--- src/rtl/mem_copy_engine.sv ---
// Single-command DMA for a 16-bit x 4K zero-delay-read RAM: block copy or constant fill.
// Optional MEM_COPY_CHECKSUM_EN adds a running sum of the words written by the current command.
module mem_copy_engine #(
    parameter int ADDR_W = 12,
    parameter int DATA_W = 16
) (
    input  logic              clk,
    input  logic              reset_n,
    input  logic              start,
    input  logic              mode,
    input  logic [ADDR_W-1:0] src_addr,
    input  logic [ADDR_W-1:0] dst_addr,
    input  logic [ADDR_W:0]   length,
    input  logic [DATA_W-1:0] fill_value,
    output logic              busy,
    output logic              done,
    output logic [ADDR_W-1:0] address,
    output logic              read,
    output logic              write,
    output logic [DATA_W-1:0] writedata,
    input  logic [DATA_W-1:0] readdata
`ifdef MEM_COPY_CHECKSUM_EN
    ,
    output logic [DATA_W-1:0] checksum
`endif
);

    localparam logic [1:0] S_IDLE = 2'd0;
    localparam logic [1:0] S_RD   = 2'd1;
    localparam logic [1:0] S_WR   = 2'd2;
    localparam logic [1:0] S_FIN  = 2'd3;

    logic [1:0]        r_state;
    logic [ADDR_W-1:0] r_src;
    logic [ADDR_W-1:0] r_dst;
    logic [ADDR_W:0]   r_cnt;
    logic              r_mode;
    logic [DATA_W-1:0] r_fill;
    logic [DATA_W-1:0] r_data;
    logic [DATA_W-1:0] w_wdata;
`ifdef MEM_COPY_CHECKSUM_EN
    logic [DATA_W-1:0] r_sum;
`endif

    assign w_wdata = r_mode ? r_fill : r_data;

    always_ff @(posedge clk) begin
        if (!reset_n) begin
            r_state <= S_IDLE;
            r_src   <= '0;
            r_dst   <= '0;
            r_cnt   <= '0;
            r_mode  <= 1'b0;
            r_fill  <= '0;
            r_data  <= '0;
`ifdef MEM_COPY_CHECKSUM_EN
            r_sum   <= '0;
`endif
        end else begin
            case (r_state)
                S_IDLE: begin
                    if (start) begin
                        r_src  <= src_addr;
                        r_dst  <= dst_addr;
                        r_cnt  <= length;
                        r_mode <= mode;
                        r_fill <= fill_value;
`ifdef MEM_COPY_CHECKSUM_EN
                        r_sum  <= '0;
`endif
                        if (length == '0)
                            r_state <= S_FIN;
                        else if (mode)
                            r_state <= S_WR;
                        else
                            r_state <= S_RD;
                    end
                end
                S_RD: begin
                    r_data  <= readdata;
                    r_src   <= r_src + ADDR_W'(1);
                    r_state <= S_WR;
                end
                S_WR: begin
                    r_dst <= r_dst + ADDR_W'(1);
                    r_cnt <= r_cnt - (ADDR_W + 1)'(1);
`ifdef MEM_COPY_CHECKSUM_EN
                    r_sum <= r_sum + w_wdata;
`endif
                    // r_cnt still holds the pre-decrement value here
                    if (r_cnt == (ADDR_W + 1)'(1))
                        r_state <= S_FIN;
                    else if (r_mode)
                        r_state <= S_WR;
                    else
                        r_state <= S_RD;
                end
                default: r_state <= S_IDLE;
            endcase
        end
    end

    // Bus signals decode straight from state so reset idles the bus in the same edge
    always_comb begin
        busy      = 1'b0;
        done      = 1'b0;
        read      = 1'b0;
        write     = 1'b0;
        address   = '0;
        writedata = '0;
        case (r_state)
            S_RD: begin
                busy    = 1'b1;
                read    = 1'b1;
                address = r_src;
            end
            S_WR: begin
                busy      = 1'b1;
                write     = 1'b1;
                address   = r_dst;
                writedata = w_wdata;
            end
            S_FIN:   done = 1'b1;
            default: ;
        endcase
    end

`ifdef MEM_COPY_CHECKSUM_EN
    assign checksum = r_sum;
`endif

endmodule

--- config.mk ---
export PLATFORM = sky130hd
export DESIGN_NAME = mem_copy_engine
export DESIGN_NICKNAME = d
export VERILOG_FILES = /design/src/rtl/mem_copy_engine.sv
export SDC_FILE = /design/constraint.sdc
export NUM_CORES = 1
export LEC_CHECK = 0
export CAP_MARGIN = 25
export CORE_ASPECT_RATIO = 1.25
export CORE_MARGIN = 1.5
export CORE_UTILIZATION = 30
export CTS_BUF_LIST = sky130_fd_sc_hd__clkbuf_4 sky130_fd_sc_hd__clkbuf_8
export DETAILED_ROUTE_END_ITERATION = 12
export SYNTH_ARGS = -nofsm -noshare
export SYNTH_HDL_FRONTEND = slang
export SYNTH_SLANG_ARGS = --single-unit
--- constraint.sdc ---
create_clock -name clk -period 4.6 [get_ports clk]
set_input_delay 0.69 -clock clk [delete_from_list [all_inputs] [get_ports clk]]
set_output_delay 0.69 -clock clk [all_outputs]
set_load 0.02 [all_outputs]
=== Word-level counts from Yosys, hierarchy flattened ===
Cells that the tools add are included.

* Eq/ne operators: 5
* Reductions and logical operators: 8
* $add $sub $neg: 3
* Multiplexer cells: 19

{| class="wikitable"
|+ Operators with widths
! cell !! number
|-
| $pmux 12 s2 || 3
|-
| $mux 16 || 2
|-
| $pmux 13 s2 || 1
|-
| $add 12x1->12 const B || 2
|-
| $mux 12 || 2
|-
| $eq 13x1->1 const B || 1
|-
| $logic_not 13->1 || 1
|-
| $mux 13 || 1
|-
| $sub 13x1->13 const B || 1
|-
| $mux 2 || 5
|-
| $pmux 2 s3 || 1
|-
| $reduce_and 2->1 || 3
|-
| $eq 2x2->1 const B || 2
|-
| $mux 1 || 4
|-
| $reduce_bool 2->1 || 2
|-
| $eq 2x1->1 const B || 1
|-
| $logic_not 2->1 || 1
|-
| $ne 2x2->1 const B || 1
|-
| $reduce_or 2->1 || 1
|}

* Register bits after elaboration: 72
* Input bits: 73
* Output and inout port bits: 32

=== Depth between registers and ports, before layout ===
* Word-level depth: 4
* Gate-level depth with buffers: 8
* Mapped depth without buffers: 6

=== Worst setup path before layout ===
No wires, ideal clock.

* Kind: flip-flop to output port
* Start: reg r_state[0]
* End: out writedata[10]
* Required time: 3.910 ns
* Arrival: 1.783 ns
* Buffers on the path: 2
* Stages on the path, launching flop included: 7
* Slack: 2.127 ns
* Cells stage by stage: dfxtp_1 > inv_1 > ha_1 > clkinv_1 > clkbuf_1 > buf_1 > nor2_1

* Cells in the longest elaborated chain, start to end: 2

{| class="wikitable"
|+ RTL lines
! what !! RTL line !! text
|-
| start, declared || 33 || <nowiki>logic [1:0] r_state;</nowiki>
|-
| start signal, assigned || 49 || <nowiki>r_state <= S_IDLE;</nowiki>
|-
| start signal, assigned || 72 || <nowiki>r_state <= S_FIN;</nowiki>
|-
| start signal, assigned || 74 || <nowiki>r_state <= S_WR;</nowiki>
|-
| $eq 2x2->1 || 111 || <nowiki>case (r_state)</nowiki>
|-
| $mux 16 || 111 ||
|-
| end, declared || 20 || <nowiki>output logic [DATA_W-1:0] writedata,</nowiki>
|}

No other way between the ends.

=== Worst setup path in the final report ===
* Start: reg r_state[0]
* End: out writedata[15]

The elaborated chain is that of the path after synthesis.

==> results.cfg <==
[setup_path]
worstSetupStartpoint = r_state[0]
r2r-end = r_src[10]
startpoint_type = register
cp.required_ps = 3910
rrSetupSlack_ps = 1760
r2r_start = r_state[0]
cp_max_fo = 17
endpoint_kind = output pin
critPathKind = register to output pin
endpoint = writedata[15]
worstPathArrival_ps = 2530
reg2reg_depth = 5

[sta]
setup_viol = 0
setup-tns-final_ps = 0
post-route-period-util = 0.7010
slew_headroom = 0.3662
tightest_slew_ps = 944.4
fin_worst_skew_ps = 5.405
final_hold_viol_count = 0
rsz0062_at_grt = no
slew_viol_final = 0
max_freq_mhz = 310.1
final.min_clock_period_ps = 3224

[final_layout]
final_common_cell = clkdlybuf4s50_1
nets = 683
antenna_cells = 0
drive_gt1_frac = 0.05601
mostFrequentLayoutCells = clkdlybuf4s50_1, dfxtp_1, nand2_1
synthToLayoutAreaGrowth_pct = 33.18
finalNonFillerCells = 778

[floorplanning]
die_area_sq_um = 14480
rows = 47
start_util = 0.3093
core_sq_um = 13350
io_pins = 105
die_x_microns = 107.9
die_y_microns = 134.2

[placement]
placed_cells = 761
portBuffers = 104
place.gp.congestion = 0.8832
dp.final_hpwl_microns = 9097

[yosys]
synth_ff_type = dfxtp_1
ys_warn_count = 0
syn-cell-area_sq_um = 4129
ys_seq_elements = 72
synth.area.top_cells = dfxtp_1, mux2i_1, a21oi_1
synth_edf_count = 0
syn_avg_cell_area_sq_um = 7.910
synthDistinctLibCells = 57
syn_nets = 603
yosysSeqAreaShare = 0.3491
yosysTopAreaCell = dfxtp_1
async_flop_share = 0
synth_top_cell_area_share = 0.3491
syn_inst = 522

[clock_tree]
cts_buffer_depth = 2
post_cts_buffers = 0
cts_buffers = 9
clk_latency_ps = 360
ctsRootBufferMaster = clkbuf_8
cts_tree = done
clkTransAtPathRegs_ps = 80
h-tree-depth = 3
cts.sinks = 72
hold_buffers = 0
cts_resized = 0

[power]
power_density_nw_per_um2 = 459.4
p_int_uw = 1515
pwr-share-comb = 0.415
netSwitchingFraction = 0.4004
clkPwrFrac = 0.222
power.switching_uw = 1012
leakage_uw = 0.001856
max-vdd-ir-drop_mv = 0.1746
p_seq_frac = 0.363

[global_routing]
antenna_found_initial = 0
grt_max_degree = 44
grt-ovfl-total = 0
grt_usage = 0.1792
first_global_vias = 4100
grt_first_pass_wirelength_microns = 20390

[route]
num_vias = 4196
dr.pass1.iters = 7
ant_nets = 0
wirelength_microns = 12700
vias_per_cell = 5.393
first_iter_violations = 243
wl_per_cell_microns = 16.33
remaining_drc_errors = 0

[worst_hold_path]
hold_class = register to register
hold_path.startpoint = r_fill[15]
hold_depth = 2

[flow_run]
max_cap_violations = 0

[status]
status = completed
worst min path at each step:
stage,end,slack (ps)
after floorplan,r_fill[0],440
after global placement,r_fill[15],440
after detailed placement,r_fill[15],450
after CTS,r_fill[15],460
after global routing,r_fill[13],480
final,r_fill[15],460
per-layer routing:
| metal | global-route usage | wire length [microns] | vias to the layer above |
|---|---|---|---|
| li1 | - | - | 2066 |
| met1 | 0.2066 | 5305 | 1966 |
| met2 | 0.3156 | 6356 | 141 |
| met3 | 0.04130 | 666 | 23 |
| met4 | 0.07456 | 373 | 0 |
| met5 | 0 | 0 | - |
state kept, by name, indices dropped and copies added (netlist names):
| name | count |
|---|---|
| r_dst | 12 |
| r_state | 2 |
| r_fill | 16 |
| r_cnt | 13 |
| r_src | 12 |
| r_mode | 1 |
| r_data | 16 |
cells in the mapped netlist, drive strengths merged (3+ instances only):
master / n
dfxtp: 72
nand2: 58
nor2: 52
a21oi: 48
mux2i: 38
buf: 24
clkbuf: 19
o21ai: 18
a22oi: 17
nand3: 17
inv: 16
nor2b: 14
nor4: 11
a31oi: 8
ha: 8
nor3: 8
nand4: 7
o22ai: 7
nand2b: 6
o211ai: 6
o32ai: 6
a211oi: 5
a311oi: 5
a21o: 4
and3: 4
o221ai: 4
o2bb2ai: 4
o21a: 3
or4: 3
worst max-delay path, stage by stage, from the launching register on:
cell and delay [ps]:
dfxtp_1 360, inv_1 100, ha_1 270, clkinv_1 520, nor2_1 290, clkdlybuf4s50_1 630
area by class of cell:
type                            count  area, sq um
Fill cell                        1337         7850
Multi-Input combinational cell    390         2435
Sequential cell                    72         1441
Timing Repair Buffer              112         1125
Tap cell                          171        214.0
Clock buffer                        9        123.9
Clock inverter                      7        96.34
Inverter                           17        63.81
metrics by stage:
step	utilization	setup slack (ps)	total power [uW]	hold slack (ps)	instance area, sq um
4_1_cts	0.4099	1363	2534	458.4	5472
3_3_place_gp	0.3925	1613	1937	443.6	5240
5_1_grt	0.4119	1184	2697	478.9	5499
2_1_floorplan	-	2127	1652	436.0	4129
3_5_place_dp	0.3934	1518	1967	447.7	5251
6_report	0.4119	1376	2526	457.7	5499
cell families (layout without fill, tap and decap cells):
logic type      after synthesis  in the layout  share of synthesized area
compound gates              149            149                     0.2367
xor+xnor                      1              1                   0.002122
fa+ha+maj                     8              8                    0.02424
buf+inv                      60            145                    0.06273
flops                        72             72                     0.3491
mux                          39             39                    0.09485
simple gates                193            193                     0.2303
power groups by stage:
stage | sequential [uW] | combinational, uW | clock, uW
floorplan | 852 | 800 | 0
global placement | 926 | 1010 | 0
detailed placement | 932 | 1030 | 0
CTS | 919 | 1040 | 574
global route | 934 | 1160 | 602
finish | 918 | 1050 | 560
Note: power is estimated with default switching activity, not from simulation.
